<file path="config.mk">
export PLATFORM = sky130hd
export DESIGN_NAME = lcd_cmd_host
export DESIGN_NICKNAME = d
export VERILOG_FILES = /design/src/rtl/lcd_cmd_host.sv
export SDC_FILE = /design/constraint.sdc
export NUM_CORES = 1
export LEC_CHECK = 0
export BUFFER_PORTS_ARGS = -buffer_cell sky130_fd_sc_hd__buf_2
export CAP_MARGIN = 20
export CORE_ASPECT_RATIO = 0.75
export CORE_MARGIN = 5
export CORE_UTILIZATION = 62
export CTS_CLUSTER_SIZE = 12
export DETAILED_ROUTE_END_ITERATION = 10
export PLACE_DENSITY = 0.79
export SYNTH_ARGS = -nofsm -noshare
export SYNTH_HDL_FRONTEND = slang
export SYNTH_SLANG_ARGS = --single-unit
</file>
<file path="constraint.sdc">
create_clock -name clk -period 2.6 [get_ports clk]
set_clock_uncertainty 0.2 [all_clocks]
set_input_delay 0.26 -clock clk [delete_from_list [all_inputs] [get_ports clk]]
set_output_delay 0.26 -clock clk [all_outputs]
set_load 0.005 [all_outputs]
</file>
<file path="src/rtl/lcd_cmd_host.sv">
// lcd_cmd_host: sequences LCD commands out of a 32-entry command ROM and
// captures the image the controller writes back.
//
// A start pulse walks the ROM from entry 0. Each entry is fetched and latched.
// The host waits for the controller to go idle, then issues the entry as a
// one-cycle cmd/cmd_valid strobe. Command 0 (write-out) ends the command phase
// and opens a collection window. Each controller write beat in that window
// lands in a 64x8 image memory and is added to a checksum. The window closes
// when the controller raises done.
//
// Ports:
//   clk, reset             rising-edge clock, asynchronous active-high reset
//   start                  one-cycle pulse; accepted only when idle or finished
//   CROM_rd, CROM_A        command ROM read strobe and address
//   CROM_Q                 command ROM data, valid the cycle after CROM_rd
//   cmd, cmd_valid         command to the LCD controller and its strobe
//   busy                   LCD controller busy
//   IRAM_valid/_A/_D       controller write beat: strobe, address, data
//   done                   controller completion flag
//   rd_addr, rd_data       combinational readback of the image memory
//   checksum, wr_count     sum of captured bytes, captured beats (saturating)
//   host_done, err         run finished (held), sticky protocol error
module lcd_cmd_host (
    input  logic        clk,
    input  logic        reset,
    input  logic        start,
    output logic        CROM_rd,
    output logic [4:0]  CROM_A,
    input  logic [3:0]  CROM_Q,
    output logic [3:0]  cmd,
    output logic        cmd_valid,
    input  logic        busy,
    input  logic        IRAM_valid,
    input  logic [5:0]  IRAM_A,
    input  logic [7:0]  IRAM_D,
    input  logic        done,
    input  logic [5:0]  rd_addr,
    output logic [7:0]  rd_data,
    output logic [13:0] checksum,
    output logic [6:0]  wr_count,
    output logic        host_done,
    output logic        err
);

    typedef enum logic [2:0] {
        StIdle, StFetch, StLatch, StWaitRdy, StIssue, StGuard, StCollect, StFinish
    } state_e;

    localparam logic [9:0] TimeoutMax = 10'd1023;
    localparam logic [3:0] FirstIllegal = 4'd12;

    state_e      state_q, state_d;
    logic [4:0]  crom_a_q, crom_a_d;
    logic [3:0]  cmd_q, cmd_d;
    logic [13:0] checksum_q, checksum_d;
    logic [6:0]  wr_count_q, wr_count_d;
    logic        err_q, err_d;
    logic [9:0]  timeout_q, timeout_d;
    logic        advance;
    logic        capture;

    logic [7:0]  mem [64];

    assign capture = (state_q == StCollect) && IRAM_valid;

    always_comb begin
        state_d    = state_q;
        crom_a_d   = crom_a_q;
        cmd_d      = cmd_q;
        checksum_d = checksum_q;
        wr_count_d = wr_count_q;
        // A write beat outside the collection window is a protocol error.
        err_d      = err_q | (IRAM_valid && (state_q != StCollect));
        advance    = 1'b0;

        unique case (state_q)
            StIdle, StFinish: begin
                if (start) begin
                    state_d    = StFetch;
                    crom_a_d   = 5'd0;
                    checksum_d = 14'd0;
                    wr_count_d = 7'd0;
                    err_d      = 1'b0;
                end
            end
            StFetch: state_d = StLatch;
            StLatch: begin
                // Reserved codes are skipped without touching cmd, so they
                // can never appear on the command bus.
                if (CROM_Q >= FirstIllegal) begin
                    err_d   = 1'b1;
                    advance = 1'b1;
                end else begin
                    cmd_d   = CROM_Q;
                    state_d = StWaitRdy;
                end
            end
            StWaitRdy: begin
                if (!busy) begin
                    state_d = StIssue;
                end else if (timeout_q == TimeoutMax) begin
                    err_d   = 1'b1;
                    state_d = StFinish;
                end
            end
            StIssue: state_d = (cmd_q == 4'd0) ? StCollect : StGuard;
            // Controller may not have raised busy yet; wait one cycle blind.
            StGuard: advance = 1'b1;
            StCollect: begin
                if (capture) begin
                    checksum_d = checksum_q + {6'd0, IRAM_D};
                    if (wr_count_q != 7'd127) begin
                        wr_count_d = wr_count_q + 7'd1;
                    end
                end
                if (done) begin
                    state_d = StFinish;
                end else if (!capture && (timeout_q == TimeoutMax)) begin
                    err_d   = 1'b1;
                    state_d = StFinish;
                end
            end
            default: state_d = StIdle;
        endcase

        // Move to the next ROM entry; running off the end without a
        // write-out command terminates the run instead of wrapping.
        if (advance) begin
            if (crom_a_q == 5'd31) begin
                err_d   = 1'b1;
                state_d = StFinish;
            end else begin
                crom_a_d = crom_a_q + 5'd1;
                state_d  = StFetch;
            end
        end
    end

    always_comb begin
        timeout_d = 10'd0;
        if ((state_d == state_q) && !capture &&
            ((state_q == StWaitRdy) || (state_q == StCollect))) begin
            timeout_d = timeout_q + 10'd1;
        end
    end

    always_ff @(posedge clk or posedge reset) begin
        if (reset) begin
            state_q    <= StIdle;
            crom_a_q   <= 5'd0;
            cmd_q      <= 4'd0;
            checksum_q <= 14'd0;
            wr_count_q <= 7'd0;
            err_q      <= 1'b0;
            timeout_q  <= 10'd0;
        end else begin
            state_q    <= state_d;
            crom_a_q   <= crom_a_d;
            cmd_q      <= cmd_d;
            checksum_q <= checksum_d;
            wr_count_q <= wr_count_d;
            err_q      <= err_d;
            timeout_q  <= timeout_d;
        end
    end

    // Image memory keeps its contents across reset and across runs.
    always_ff @(posedge clk) begin
        if (capture) begin
            mem[IRAM_A] <= IRAM_D;
        end
    end

    assign rd_data   = mem[rd_addr];
    assign CROM_rd   = (state_q == StFetch);
    assign cmd_valid = (state_q == StIssue);
    assign host_done = (state_q == StFinish);
    assign CROM_A    = crom_a_q;
    assign cmd       = cmd_q;
    assign checksum  = checksum_q;
    assign wr_count  = wr_count_q;
    assign err       = err_q;

endmodule
</file>
==> impl_metrics.prom, run 1 <==
# TYPE chip_impl_metric gauge
chip_impl_info{name="result_of_the_run",value="finished, violations left"} 1
chip_impl_info{name="violations_in_the_final_reports",value="negative setup slack"} 1
chip_impl_info{name="setup.worst_path.start_class",value="flop"} 1
chip_impl_metric{name="timing.final.hold_violations",unit=""} 0
chip_impl_metric{name="totalWireLength",unit="um"} 52400
chip_impl_metric{name="clock_power_share",unit="%"} 35.7
chip_impl_metric{name="grt_pass1_vias",unit=""} 12600
chip_impl_info{name="yosysTopAreaCell",value="sky130_fd_sc_hd__edfxtp_1"} 1
chip_impl_metric{name="critical_path_peak_fanout",unit=""} 1
chip_impl_metric{name="postSynthRegisterBits",unit=""} 556
chip_impl_metric{name="power_density",unit="mW/mm2"} 732
chip_impl_metric{name="power",unit="mW"} 19.3
chip_impl_metric{name="synth-warning-count",unit=""} 0
chip_impl_metric{name="drtPass1Iterations",unit=""} 5
chip_impl_info{name="slowest_stage",value="sky130_fd_sc_hd__mux4_2"} 1
chip_impl_metric{name="grt_antenna_before_repair",unit=""} 0
chip_impl_metric{name="cts-htree-levels",unit=""} 2
chip_impl_metric{name="ctsLongestPathBuffers",unit=""} 3
chip_impl_metric{name="chipHeight",unit="um"} 175
chip_impl_metric{name="track_usage",unit="%"} 26.2
chip_impl_metric{name="pin_count_of_the_biggest_net_entering_global_routing",unit=""} 65
chip_impl_metric{name="sequentialPowerShare",unit="%"} 52.2
chip_impl_metric{name="layout-drive-gt1-share",unit="%"} 33.2
chip_impl_metric{name="gp_congestion",unit=""} 0.895
chip_impl_metric{name="multiInputGateArea",unit="mm2"} 0.00595
chip_impl_metric{name="dr.first_iter.drc_count",unit=""} 1546
chip_impl_metric{name="dp.final_hpwl",unit="um"} 32800
chip_impl_metric{name="cts_num_sinks",unit=""} 556
chip_impl_metric{name="setup_slack",unit="ps"} -286
chip_impl_metric{name="ff_latch_area",unit="mm2"} 0.0165
chip_impl_info{name="grt_setup_unrepaired",value="true"} 1
chip_impl_metric{name="clkTransAtPathRegs",unit="ps"} 60
chip_impl_info{name="synth.top_cells.by_area",value="sky130_fd_sc_hd__edfxtp_1, sky130_fd_sc_hd__mux4_2, sky130_fd_sc_hd__dfrtp_1"} 1
chip_impl_metric{name="arrival",unit="ps"} 2430
chip_impl_metric{name="number_of_unique_standard_cell_types_used_by_synthesis",unit=""} 57
chip_impl_metric{name="postSynthCellCount",unit=""} 1200
chip_impl_metric{name="floorplan.io_pins",unit=""} 72
chip_impl_metric{name="finalNetCount",unit=""} 1481
chip_impl_info{name="end_kind",value="output pin"} 1
chip_impl_metric{name="viasPerCell",unit=""} 6.46
chip_impl_metric{name="summed_instance_area_of_the_synthesized_netlist",unit="mm2"} 0.0225
chip_impl_metric{name="io_buffer_count",unit=""} 71
chip_impl_metric{name="drcViolationCount",unit=""} 0
chip_impl_metric{name="internal-power",unit="mW"} 14.8
chip_impl_metric{name="final.period_utilization",unit="%"} 111
chip_impl_info{name="cts_tree",value="built"} 1
chip_impl_metric{name="critical_path.max_stage_delay",unit="ps"} 520
chip_impl_metric{name="area_growth_syn_to_layout",unit="%"} 17.5
chip_impl_metric{name="place_worst_setup_slack",unit="ps"} -160
chip_impl_metric{name="final-setup-viol-count",unit=""} 8
chip_impl_metric{name="max_freq",unit="MHz"} 347
chip_impl_metric{name="core-area",unit="mm2"} 0.0358
chip_impl_metric{name="synth_async_sr_flop_share",unit="%"} 7.91
chip_impl_metric{name="post-route-min-period",unit="ps"} 2890
chip_impl_metric{name="initial_utilization",unit="%"} 62.7
chip_impl_metric{name="antenna_left",unit=""} 0
chip_impl_metric{name="fillers",unit=""} 1987
chip_impl_info{name="cts_root_buf",value="sky130_fd_sc_hd__clkbuf_16"} 1
chip_impl_metric{name="synth_fp_nets",unit=""} 1243
chip_impl_metric{name="floorplan.die.width",unit="um"} 230
chip_impl_metric{name="max_slew.worst_pin.slew",unit="ps"} 803
chip_impl_metric{name="net-switching-power",unit="mW"} 4.53
chip_impl_metric{name="route.detailed.wl_per_inst",unit="um"} 27.2
chip_impl_info{name="criticalPathCategory",value="reg2out"} 1
chip_impl_metric{name="clk-insertion-delay-late",unit="ps"} 580
chip_impl_info{name="postSynth.topFlopCell",value="sky130_fd_sc_hd__edfxtp_1"} 1
chip_impl_metric{name="global_route_wire_length_before_repair",unit="um"} 78700
chip_impl_metric{name="via_count",unit=""} 12400
chip_impl_info{name="class_of_the_worst_hold_path",value="in2async"} 1
chip_impl_metric{name="synth_area_per_cell",unit="um2"} 18.7
chip_impl_metric{name="critPathRequiredTime",unit="ps"} 2140
chip_impl_metric{name="synth.yosys.seq_area_share",unit="%"} 73.4
chip_impl_metric{name="power.switching_fraction",unit="%"} 23.4
chip_impl_metric{name="rows",unit=""} 60
chip_impl_metric{name="synth_top_cell_area_share",unit="%"} 68.5
chip_impl_metric{name="design.die.area",unit="mm2"} 0.0402
chip_impl_metric{name="comb_power_share",unit="%"} 12.1
chip_impl_metric{name="max_cap_viol_count",unit=""} 0
chip_impl_metric{name="peak_supply_drop",unit="V"} 0.000556
chip_impl_info{name="cp_cell_sequence",value="mux4_2 > mux2i_1 > o22ai_1 > a211oi_2 > buf_4 > nand2_2 > buf_2"} 1
chip_impl_metric{name="report.final.slew_viol_count",unit=""} 0
chip_impl_metric{name="cellLeakagePower",unit="nW"} 9.00
chip_impl_metric{name="grt.overflow.total",unit=""} 0
chip_impl_metric{name="slew_headroom",unit="%"} 46.3
chip_impl_metric{name="tritoncts.num_buffers",unit=""} 53
chip_impl_metric{name="n_antenna_cell",unit=""} 0
chip_impl_metric{name="number_of_synthesized_flops_with_an_enable_pin",unit=""} 512
registers in the layout, summed over array words and instances, names as in the netlist:
register and count:
checksum 14, cmd 4, wr_count 7, CROM_A 5, mem 512, state_q 3
err 1, timeout_q 10
final cells by class:
type | instances | area share (%)
clock inverter | 5 | 0.0948
multi-input combinational | 580 | 22.5
tap | 465 | 2.21
clock buffer | 71 | 5.52
timing repair buffer | 242 | 7.12
sequential | 556 | 62.4
inverter | 5 | 0.0711
routing by layer:
metal  up-vias  part of all wire [%]  GRT usage (%)
met5         -                     0              0
met4         0                   2.7           6.90
met3       114                    10           6.90
met2       704                    47           40.3
met1      6310                    40           38.5
li1       5295                     -              -
worst max-delay path, delay by kind of cell, from the launching register on:
kind / cells / cell delay [ps]
mux: 2 / 750
flops: 1 / 390
compound gates: 2 / 360
buf+inv: 2 / 290
simple gates: 1 / 60
power groups by stage:
stage | combinational, mW | sequential (mW) | clock [mW]
6_report | 2.33 | 10.1 | 6.89
3_3_place_gp | 2.02 | 10.3 | 0
2_1_floorplan | 1.27 | 10.3 | 0
3_5_place_dp | 2.09 | 10.3 | 0
5_1_grt | 2.50 | 10.1 | 7.38
4_1_cts | 2.21 | 10.1 | 6.96
metrics by stage:
| stage | utilization [%] | TNS [ps] | hold WS, ps | std cells | cell area, um2 |
|---|---|---|---|---|---|
| after CTS | 73.3 | -1620 | 0.805 | 1923 | 26200 |
| after global placement | 68.2 | -588 | 210 | 1831 | 24400 |
| after detailed placement | 68.2 | -738 | 226 | 1831 | 24400 |
| after global routing | 73.7 | -1960 | 20.6 | 1924 | 26400 |
| final | 73.7 | -1490 | 20.1 | 1924 | 26400 |
| after floorplan | - | 0 | 159 | 1200 | 22500 |
what timing repair did:
action                                 in CTS  in global routing
buffers inserted                            0                  0
resized for setup                          34                 24
endpoints found under the hold margin      39                  0
setup endpoints to repair                   8                 21
hold buffers                               16                  0
pin swaps                                  11                  7
worst paths after layout:
| check | from | endpoint | slack [ps] | cells after the start |
|---|---|---|---|---|
| worst max register to register | state_q[2] | cmd[1] | 140 | 5 |
| worst max-delay path | mem[55][5] | rd_data[5] | -290 | 7 |
| worst min-delay path | reset | err | 20 | 3 |
| worst min register to register | timeout_q[0] | timeout_q[0] | 310 | 1 |
| max in group asynchronous | reset | checksum[2] | 1540 | 5 |
| min in group clk | IRAM_D[2] | checksum[2] | 40 | 4 |
synthesized netlist by cell type (all sizes together), types with 2 or more instances:
master,number
ha,12
clkbuf,16
nand4,4
and3,3
nand3,34
or3b,2
xnor2,11
a21oi,21
mux2,12
edfxtp,512
inv,5
nand2b,3
nor4,2
nor3b,4
mux4,128
nand2,53
nor2b,13
or3,4
a211oi,11
dfrtp,44
mux2i,31
a221oi,5
o211ai,10
and2,4
xor2,9
o22ai,6
buf,43
nor3,9
nor2,115
o21ai,30
a22oi,13
a31oi,9
nand3b,8
kinds of logic (layout without fill, tap and decap cells):
kind of cell               Yosys count  in the layout  share of synthesized area [%]
DFF                                556            556                           73.4
adders and majority gates           13             13                          0.758
and+or+nand+nor                    262            262                           5.49
AOI/OAI and AO/OA                  114            114                           3.34
buffers and inverters               64            323                           1.45
xor gates and xnor gates            20             20                          0.780
muxes                              171            171                           14.8
cells in the final DEF (no fill, tap or decap), drive strengths merged, types with 2 or more instances in the layout:
cell type / Yosys / routed
o22ai: 6 / 6
a21oi: 21 / 21
mux2: 12 / 12
mux2i: 31 / 31
ha: 12 / 12
clkinv: 0 / 5
nand3b: 8 / 8
a211oi: 11 / 11
nor4: 2 / 2
edfxtp: 512 / 512
and2: 4 / 4
clkbuf: 16 / 72
nor3b: 4 / 4
o211ai: 10 / 10
nor3: 9 / 9
a31oi: 9 / 9
xor2: 9 / 9
nand3: 34 / 34
or3b: 2 / 2
nand2: 53 / 53
nand4: 4 / 4
dlygate4sd3: 0 / 16
xnor2: 11 / 11
nor2b: 13 / 13
a22oi: 13 / 13
inv: 5 / 5
mux4: 128 / 128
dfrtp: 44 / 44
and3: 3 / 3
a221oi: 5 / 5
o21ai: 30 / 30
buf: 43 / 225
nor2: 115 / 115
or3: 4 / 4
nand2b: 3 / 3
Note: power is estimated with default switching activity, not from simulation.
==> inputs of run 2 (changes only) <==
- CORE_UTILIZATION: 62 -> 45
- PLACE_DENSITY: 0.79 -> 0.6
==> impl_metrics.prom, run 2 (synthesis results as in run 1) <==
# TYPE chip_impl_metric gauge
chip_impl_metric{name="max_slew.worst_pin.slew",unit="ps"} 793
chip_impl_metric{name="via_count",unit=""} 12100
chip_impl_metric{name="track_usage",unit="%"} 19.7
chip_impl_metric{name="final.period_utilization",unit="%"} 112
chip_impl_info{name="violations_in_the_final_reports",value="negative setup slack"} 1
chip_impl_metric{name="n_antenna_cell",unit=""} 0
chip_impl_metric{name="max_freq",unit="MHz"} 343
chip_impl_metric{name="critPathRequiredTime",unit="ps"} 2140
chip_impl_info{name="final_cell_mix",value="sky130_fd_sc_hd__edfxtp_1, sky130_fd_sc_hd__buf_4, sky130_fd_sc_hd__mux4_2, sky130_fd_sc_hd__nor2_1, sky130_fd_sc_hd__buf_2"} 1
chip_impl_metric{name="viasPerCell",unit=""} 5.74
chip_impl_metric{name="max_cap_viol_count",unit=""} 0
chip_impl_metric{name="setup_slack",unit="ps"} -317
chip_impl_metric{name="clock_power_share",unit="%"} 36.4
chip_impl_metric{name="global_route_wire_length_before_repair",unit="um"} 80100
chip_impl_metric{name="final-setup-viol-count",unit=""} 8
chip_impl_metric{name="totalWireLength",unit="um"} 53700
chip_impl_metric{name="cellLeakagePower",unit="nW"} 8.99
chip_impl_metric{name="grt_antenna_before_repair",unit=""} 2
chip_impl_info{name="grt_setup_unrepaired",value="true"} 1
chip_impl_metric{name="io_buffer_count",unit=""} 71
chip_impl_metric{name="power_density",unit="mW/mm2"} 731
chip_impl_metric{name="arrival",unit="ps"} 2460
chip_impl_info{name="class_of_the_worst_hold_path",value="in2async"} 1
chip_impl_metric{name="slew_headroom",unit="%"} 47.2
chip_impl_metric{name="timing.final.hold_violations",unit=""} 0
chip_impl_metric{name="grt_pass1_vias",unit=""} 12000
chip_impl_metric{name="comb_power_share",unit="%"} 11.7
chip_impl_metric{name="power",unit="mW"} 19.5
chip_impl_metric{name="gp_congestion",unit=""} 0.852
chip_impl_metric{name="rows",unit=""} 70
chip_impl_metric{name="cts-htree-levels",unit=""} 2
chip_impl_metric{name="tritoncts.num_buffers",unit=""} 55
chip_impl_info{name="cpMostUsedCell",value="sky130_fd_sc_hd__buf_4"} 1
chip_impl_metric{name="layout.cell_area.non_filler",unit="mm2"} 0.0266
chip_impl_metric{name="layout-drive-gt1-share",unit="%"} 33.4
chip_impl_info{name="end_kind",value="output pin"} 1
chip_impl_metric{name="drcViolationCount",unit=""} 0
chip_impl_info{name="setup.worst_path.start_class",value="flop"} 1
chip_impl_metric{name="net-switching-power",unit="mW"} 4.58
chip_impl_metric{name="drtPass1Iterations",unit=""} 5
chip_impl_metric{name="sequentialPowerShare",unit="%"} 51.9
chip_impl_metric{name="dp.final_hpwl",unit="um"} 34600
chip_impl_info{name="largest_register",value="mem"} 1
chip_impl_metric{name="initial_utilization",unit="%"} 45.8
chip_impl_metric{name="chipHeight",unit="um"} 203
chip_impl_info{name="cp_cell_sequence",value="mux4_2 > mux2i_1 > buf_4 > a21oi_2 > a211oi_2 > buf_4 > nand2_1 > buf_2"} 1
chip_impl_metric{name="finalNetCount",unit=""} 1484
chip_impl_info{name="cts_root_buf",value="sky130_fd_sc_hd__clkbuf_16"} 1
chip_impl_metric{name="design.die.area",unit="mm2"} 0.0545
chip_impl_metric{name="antenna_left",unit=""} 0
chip_impl_metric{name="critical_path.max_stage_delay",unit="ps"} 480
chip_impl_metric{name="area_growth_syn_to_layout",unit="%"} 18.6
chip_impl_metric{name="critical_path_peak_fanout",unit=""} 1
chip_impl_metric{name="report.final.slew_viol_count",unit=""} 0
chip_impl_info{name="result_of_the_run",value="finished, violations left"} 1
chip_impl_metric{name="clkTransAtPathRegs",unit="ps"} 60
chip_impl_info{name="slowest_stage",value="sky130_fd_sc_hd__mux4_2"} 1
chip_impl_metric{name="floorplan.io_pins",unit=""} 72
chip_impl_metric{name="floorplan.die.width",unit="um"} 268
chip_impl_metric{name="route.detailed.wl_per_inst",unit="um"} 25.4
chip_impl_metric{name="grt.overflow.total",unit=""} 0
chip_impl_metric{name="internal-power",unit="mW"} 14.9
chip_impl_metric{name="ctsLongestPathBuffers",unit=""} 3
chip_impl_metric{name="clk-insertion-delay-late",unit="ps"} 590
chip_impl_metric{name="dr.first_iter.drc_count",unit=""} 1184
chip_impl_info{name="cts_tree",value="built"} 1
chip_impl_metric{name="core-area",unit="mm2"} 0.0490
chip_impl_metric{name="power.switching_fraction",unit="%"} 23.5
chip_impl_metric{name="post-route-min-period",unit="ps"} 2920
chip_impl_metric{name="largest_register_ff_count",unit=""} 512
chip_impl_metric{name="cts_post_setup_buffers_inserted",unit=""} 0
chip_impl_info{name="most_common_cell_after_layout_fill_and_taps_aside",value="sky130_fd_sc_hd__edfxtp_1"} 1
chip_impl_info{name="criticalPathCategory",value="reg2out"} 1
chip_impl_metric{name="pin_count_of_the_biggest_net_entering_global_routing",unit=""} 65
chip_impl_metric{name="cts_num_sinks",unit=""} 556
chip_impl_metric{name="post_dp_cell_area",unit="mm2"} 0.0246
chip_impl_metric{name="peak_supply_drop",unit="V"} 0.000486
==> run 2: worst paths after layout <==
path	start	endpoint	cells after the start	slack (ps)
max	mem[23][5]	rd_data[5]	8	-320
min	reset	wr_count[4]	4	60
max in group asynchronous	reset	checksum[4]	4	1870
min in group clk	IRAM_A[0]	mem[58][3]	4	60
min reg2reg	timeout_q[0]	timeout_q[0]	1	300
max reg2reg	checksum[0]	checksum[10]	9	210
==> run 2: power groups by stage <==
stage / sequential (mW) / clock (mW) / combinational, mW
global route: 10.1 / 7.63 / 2.49
detailed placement: 10.3 / 0 / 2.11
finish: 10.1 / 7.08 / 2.28
global placement: 10.3 / 0 / 2.07
floorplan: 10.3 / 0 / 1.27
CTS: 10.1 / 7.25 / 2.23
==> run 2: timing repair <==
action | in CTS | in global routing
resized for setup | 35 | 27
pin swaps | 13 | 4
setup endpoints to repair | 8 | 12
hold buffers | 18 | 0
endpoints found under the hold margin | 68 | 0
==> run 2: critical path: cells and delay by family, from the launching register on <==
kind	cells	cell delay [ps]
muxes	2	680
buffers and inverters	3	470
DFF	1	410
AOI/OAI and AO/OA	2	260
and+or+nand+nor	1	50
==> run 2: layout make-up <==
cell class | count | area (um2)
clock buffer | 69 | 1440
clock inverter | 12 | 85.1
fill | 3847 | 22400
inverter | 5 | 18.8
multi-input combinational | 580 | 5950
sequential | 556 | 16500
tap | 648 | 811
timing repair buffer | 243 | 1840
==> run 2: layer usage <==
metal	vias to the layer above	track usage, %	share of wire [%]
met3	66	5.01	8.5
li1	5301	-	-
met2	427	27.4	43
met1	6335	31.7	47
met5	-	0	0
met4	0	4.38	1.7
==> run 2: metrics by stage <==
stage / setup TNS (ps) / worst slack [ps] / utilization, % / hold slack [ps] / instances
floorplan: 0 / 319 / - / 159 / 1200
global placement: -911 / -149 / 50.2 / 125 / 2015
detailed placement: -1000 / -181 / 50.2 / 123 / 2015
CTS: -1790 / -340 / 54.0 / 34.6 / 2113
global route: -2090 / -416 / 54.3 / 71.4 / 2113
finish: -1340 / -317 / 54.3 / 59.1 / 2113
==> inputs of run 3 (changes only) <==
- REMOVE_ABC_BUFFERS: unset -> 1
==> impl_metrics.prom, run 3 (synthesis results as in run 1) <==
# TYPE chip_impl_metric gauge
chip_impl_metric{name="io_buffer_count",unit=""} 71
chip_impl_metric{name="final-setup-viol-count",unit=""} 7
chip_impl_info{name="cts_root_buf",value="sky130_fd_sc_hd__clkbuf_16"} 1
chip_impl_metric{name="arrival",unit="ps"} 2460
chip_impl_metric{name="setup_slack",unit="ps"} -320
chip_impl_metric{name="critPathRequiredTime",unit="ps"} 2140
chip_impl_metric{name="via_count",unit=""} 12100
chip_impl_metric{name="rows",unit=""} 70
chip_impl_info{name="worstReg2RegStart",value="CROM_A[0]"} 1
chip_impl_metric{name="cts-htree-levels",unit=""} 2
chip_impl_metric{name="peak_supply_drop",unit="V"} 0.000446
chip_impl_metric{name="worstPathBufferInverterCount",unit=""} 2
chip_impl_metric{name="timing.final.hold_violations",unit=""} 0
chip_impl_metric{name="clk-insertion-delay-late",unit="ps"} 580
chip_impl_metric{name="max_cap_viol_count",unit=""} 0
chip_impl_info{name="min_to",value="checksum[4]"} 1
chip_impl_metric{name="cts_num_sinks",unit=""} 556
chip_impl_metric{name="finish.utilization",unit="%"} 54.5
chip_impl_metric{name="layout.cell_area.non_filler",unit="mm2"} 0.0267
chip_impl_metric{name="place_worst_setup_slack",unit="ps"} -266
chip_impl_metric{name="drcViolationCount",unit=""} 0
chip_impl_metric{name="post-route-min-period",unit="ps"} 2920
chip_impl_info{name="final_cell_mix",value="sky130_fd_sc_hd__edfxtp_1, sky130_fd_sc_hd__buf_4, sky130_fd_sc_hd__mux4_2, sky130_fd_sc_hd__nor2_1, sky130_fd_sc_hd__buf_2"} 1
chip_impl_info{name="class_of_the_worst_hold_path",value="in2reg"} 1
chip_impl_metric{name="final.period_utilization",unit="%"} 112
chip_impl_metric{name="cellLeakagePower",unit="nW"} 9.09
chip_impl_metric{name="route.detailed.wl_per_inst",unit="um"} 24.6
chip_impl_info{name="slowest_stage",value="sky130_fd_sc_hd__mux4_2"} 1
chip_impl_metric{name="clkTransAtPathRegs",unit="ps"} 60
chip_impl_metric{name="critical_path_peak_fanout",unit=""} 1
chip_impl_metric{name="track_usage",unit="%"} 19.3
chip_impl_info{name="violations_in_the_final_reports",value="negative setup slack"} 1
chip_impl_info{name="setup.worst_path.start_class",value="flop"} 1
chip_impl_metric{name="area_growth_syn_to_layout",unit="%"} 19.1
chip_impl_info{name="grt_setup_unrepaired",value="true"} 1
chip_impl_metric{name="tritoncts.num_buffers",unit=""} 55
chip_impl_metric{name="initial_utilization",unit="%"} 45.8
chip_impl_metric{name="dr.first_iter.drc_count",unit=""} 1131
chip_impl_metric{name="viasPerCell",unit=""} 5.67
chip_impl_info{name="cp_cell_sequence",value="mux4_2 > mux2i_4 > o22ai_2 > a211oi_2 > buf_4 > nand2_2 > buf_2"} 1
chip_impl_metric{name="totalWireLength",unit="um"} 52600
chip_impl_info{name="result_of_the_run",value="finished, violations left"} 1
chip_impl_metric{name="post_dp_cell_area",unit="mm2"} 0.0247
chip_impl_info{name="crit_family",value="multiplexers"} 1
chip_impl_metric{name="power_density",unit="mW/mm2"} 727
chip_impl_metric{name="floorplan.die.width",unit="um"} 268
chip_impl_metric{name="grt.overflow.total",unit=""} 0
chip_impl_metric{name="grt_pass1_vias",unit=""} 12100
chip_impl_metric{name="totalNegativeSetupSlack",unit="ps"} -1230
chip_impl_metric{name="pin_count_of_the_biggest_net_entering_global_routing",unit=""} 65
chip_impl_metric{name="design.die.area",unit="mm2"} 0.0545
chip_impl_info{name="most_common_cell_after_layout_fill_and_taps_aside",value="sky130_fd_sc_hd__edfxtp_1"} 1
chip_impl_info{name="end_kind",value="output pin"} 1
chip_impl_metric{name="ctsLongestPathBuffers",unit=""} 3
chip_impl_metric{name="max_slew.worst_pin.slew",unit="ps"} 789
chip_impl_metric{name="finalNetCount",unit=""} 1501
chip_impl_metric{name="fillers",unit=""} 3837
chip_impl_info{name="cts_tree",value="built"} 1
chip_impl_info{name="crit-reg2reg-capture",value="err"} 1
chip_impl_metric{name="slew_headroom",unit="%"} 47.0
chip_impl_info{name="largest_register",value="mem"} 1
chip_impl_metric{name="gp_congestion",unit=""} 0.827
chip_impl_metric{name="dp.final_hpwl",unit="um"} 34700
chip_impl_metric{name="layout-drive-gt1-share",unit="%"} 33.9
chip_impl_metric{name="critical_path.max_stage_delay",unit="ps"} 510
chip_impl_metric{name="antenna_left",unit=""} 0
chip_impl_metric{name="grt_antenna_before_repair",unit=""} 12
chip_impl_info{name="criticalPathCategory",value="reg2out"} 1
chip_impl_metric{name="drtPass1Iterations",unit=""} 6
chip_impl_metric{name="count_of_cells_along_the_worst_hold_path",unit=""} 4
chip_impl_metric{name="chipHeight",unit="um"} 203
chip_impl_info{name="timing.hold.worst.start",value="IRAM_D[4]"} 1
chip_impl_metric{name="core-area",unit="mm2"} 0.0490
chip_impl_metric{name="report.final.slew_viol_count",unit=""} 0
chip_impl_metric{name="largest_register_ff_count",unit=""} 512
chip_impl_metric{name="global_route_wire_length_before_repair",unit="um"} 78700
chip_impl_metric{name="rr_worst_depth",unit=""} 7
chip_impl_metric{name="max_freq",unit="MHz"} 343
chip_impl_metric{name="floorplan.io_pins",unit=""} 72
chip_impl_metric{name="rrSetupSlack",unit="ps"} 130
run 3: changes by cell type in the layout (fill, tap and decap cells not counted), moves of 4 or more:
cell                       delta
sky130_fd_sc_hd__clkbuf_1     +9
sky130_fd_sc_hd__diode_2      +6
sky130_fd_sc_hd__clkinv_1     -4
sky130_fd_sc_hd__buf_4       +15
run 3: worst max-delay path by stage:
stage,startpoint,end,cells after the start
2_1_floorplan,state_q[1],mem[27][0],5
3_3_place_gp,rd_addr[0],rd_data[5],10
3_5_place_dp,rd_addr[0],rd_data[4],10
4_1_cts,mem[43][4],rd_data[4],8
5_1_grt,mem[0][4],rd_data[4],8
6_report,mem[43][4],rd_data[4],7
run 3: area by class of cell:
cell class / instances / area, um2 / share of cell area [%]
sequential: 556 / 16500 / 61.6
multi-input combinational: 580 / 5920 / 22.1
timing repair buffer: 260 / 1960 / 7.32
clock buffer: 80 / 1500 / 5.61
tap: 648 / 811 / 3.03
clock inverter: 7 / 41.3 / 0.154
inverter: 5 / 18.8 / 0.0702
antenna: 6 / 15.0 / 0.0561
run 3: tightest hold or removal path, cell delays in order:
cell,delay (ps)
sky130_fd_sc_hd__buf_2,100
sky130_fd_sc_hd__ha_1,220
sky130_fd_sc_hd__xnor2_1,140
sky130_fd_sc_hd__o21ai_0,70
run 3: stage by stage:
stage | std cells | hold WS [ps] | power, mW
CTS | 2137 | 10.9 | 19.6
floorplan | 1141 | 159 | 11.4
finish | 2142 | 50.5 | 19.4
global route | 2142 | 61.1 | 20.3
detailed placement | 2032 | 141 | 12.4
global placement | 2032 | 133 | 12.4
run 3: routing by layer:
metal / vias to the layer above / track usage (%) / routed length, um
li1: 5360 / - / -
met1: 6287 / 30.0 / 24000
met2: 413 / 27.8 / 23300
met3: 73 / 4.43 / 4040
met4: 2 / 5.37 / 1190
met5: - / 0 / 13
run 3: timing repair:
item,CTS,global route
hold endpoints to repair,44,0
pin swaps,18,7
buffers inserted,0,0
hold buffers,21,0
resized for setup,42,22
setup endpoints to repair,8,117
run 3: power breakdown:
group / internal [mW] / switching, mW
sequential: 9.93 / 0.168
clock: 3.95 / 3.10
combinational: 1.01 / 1.27
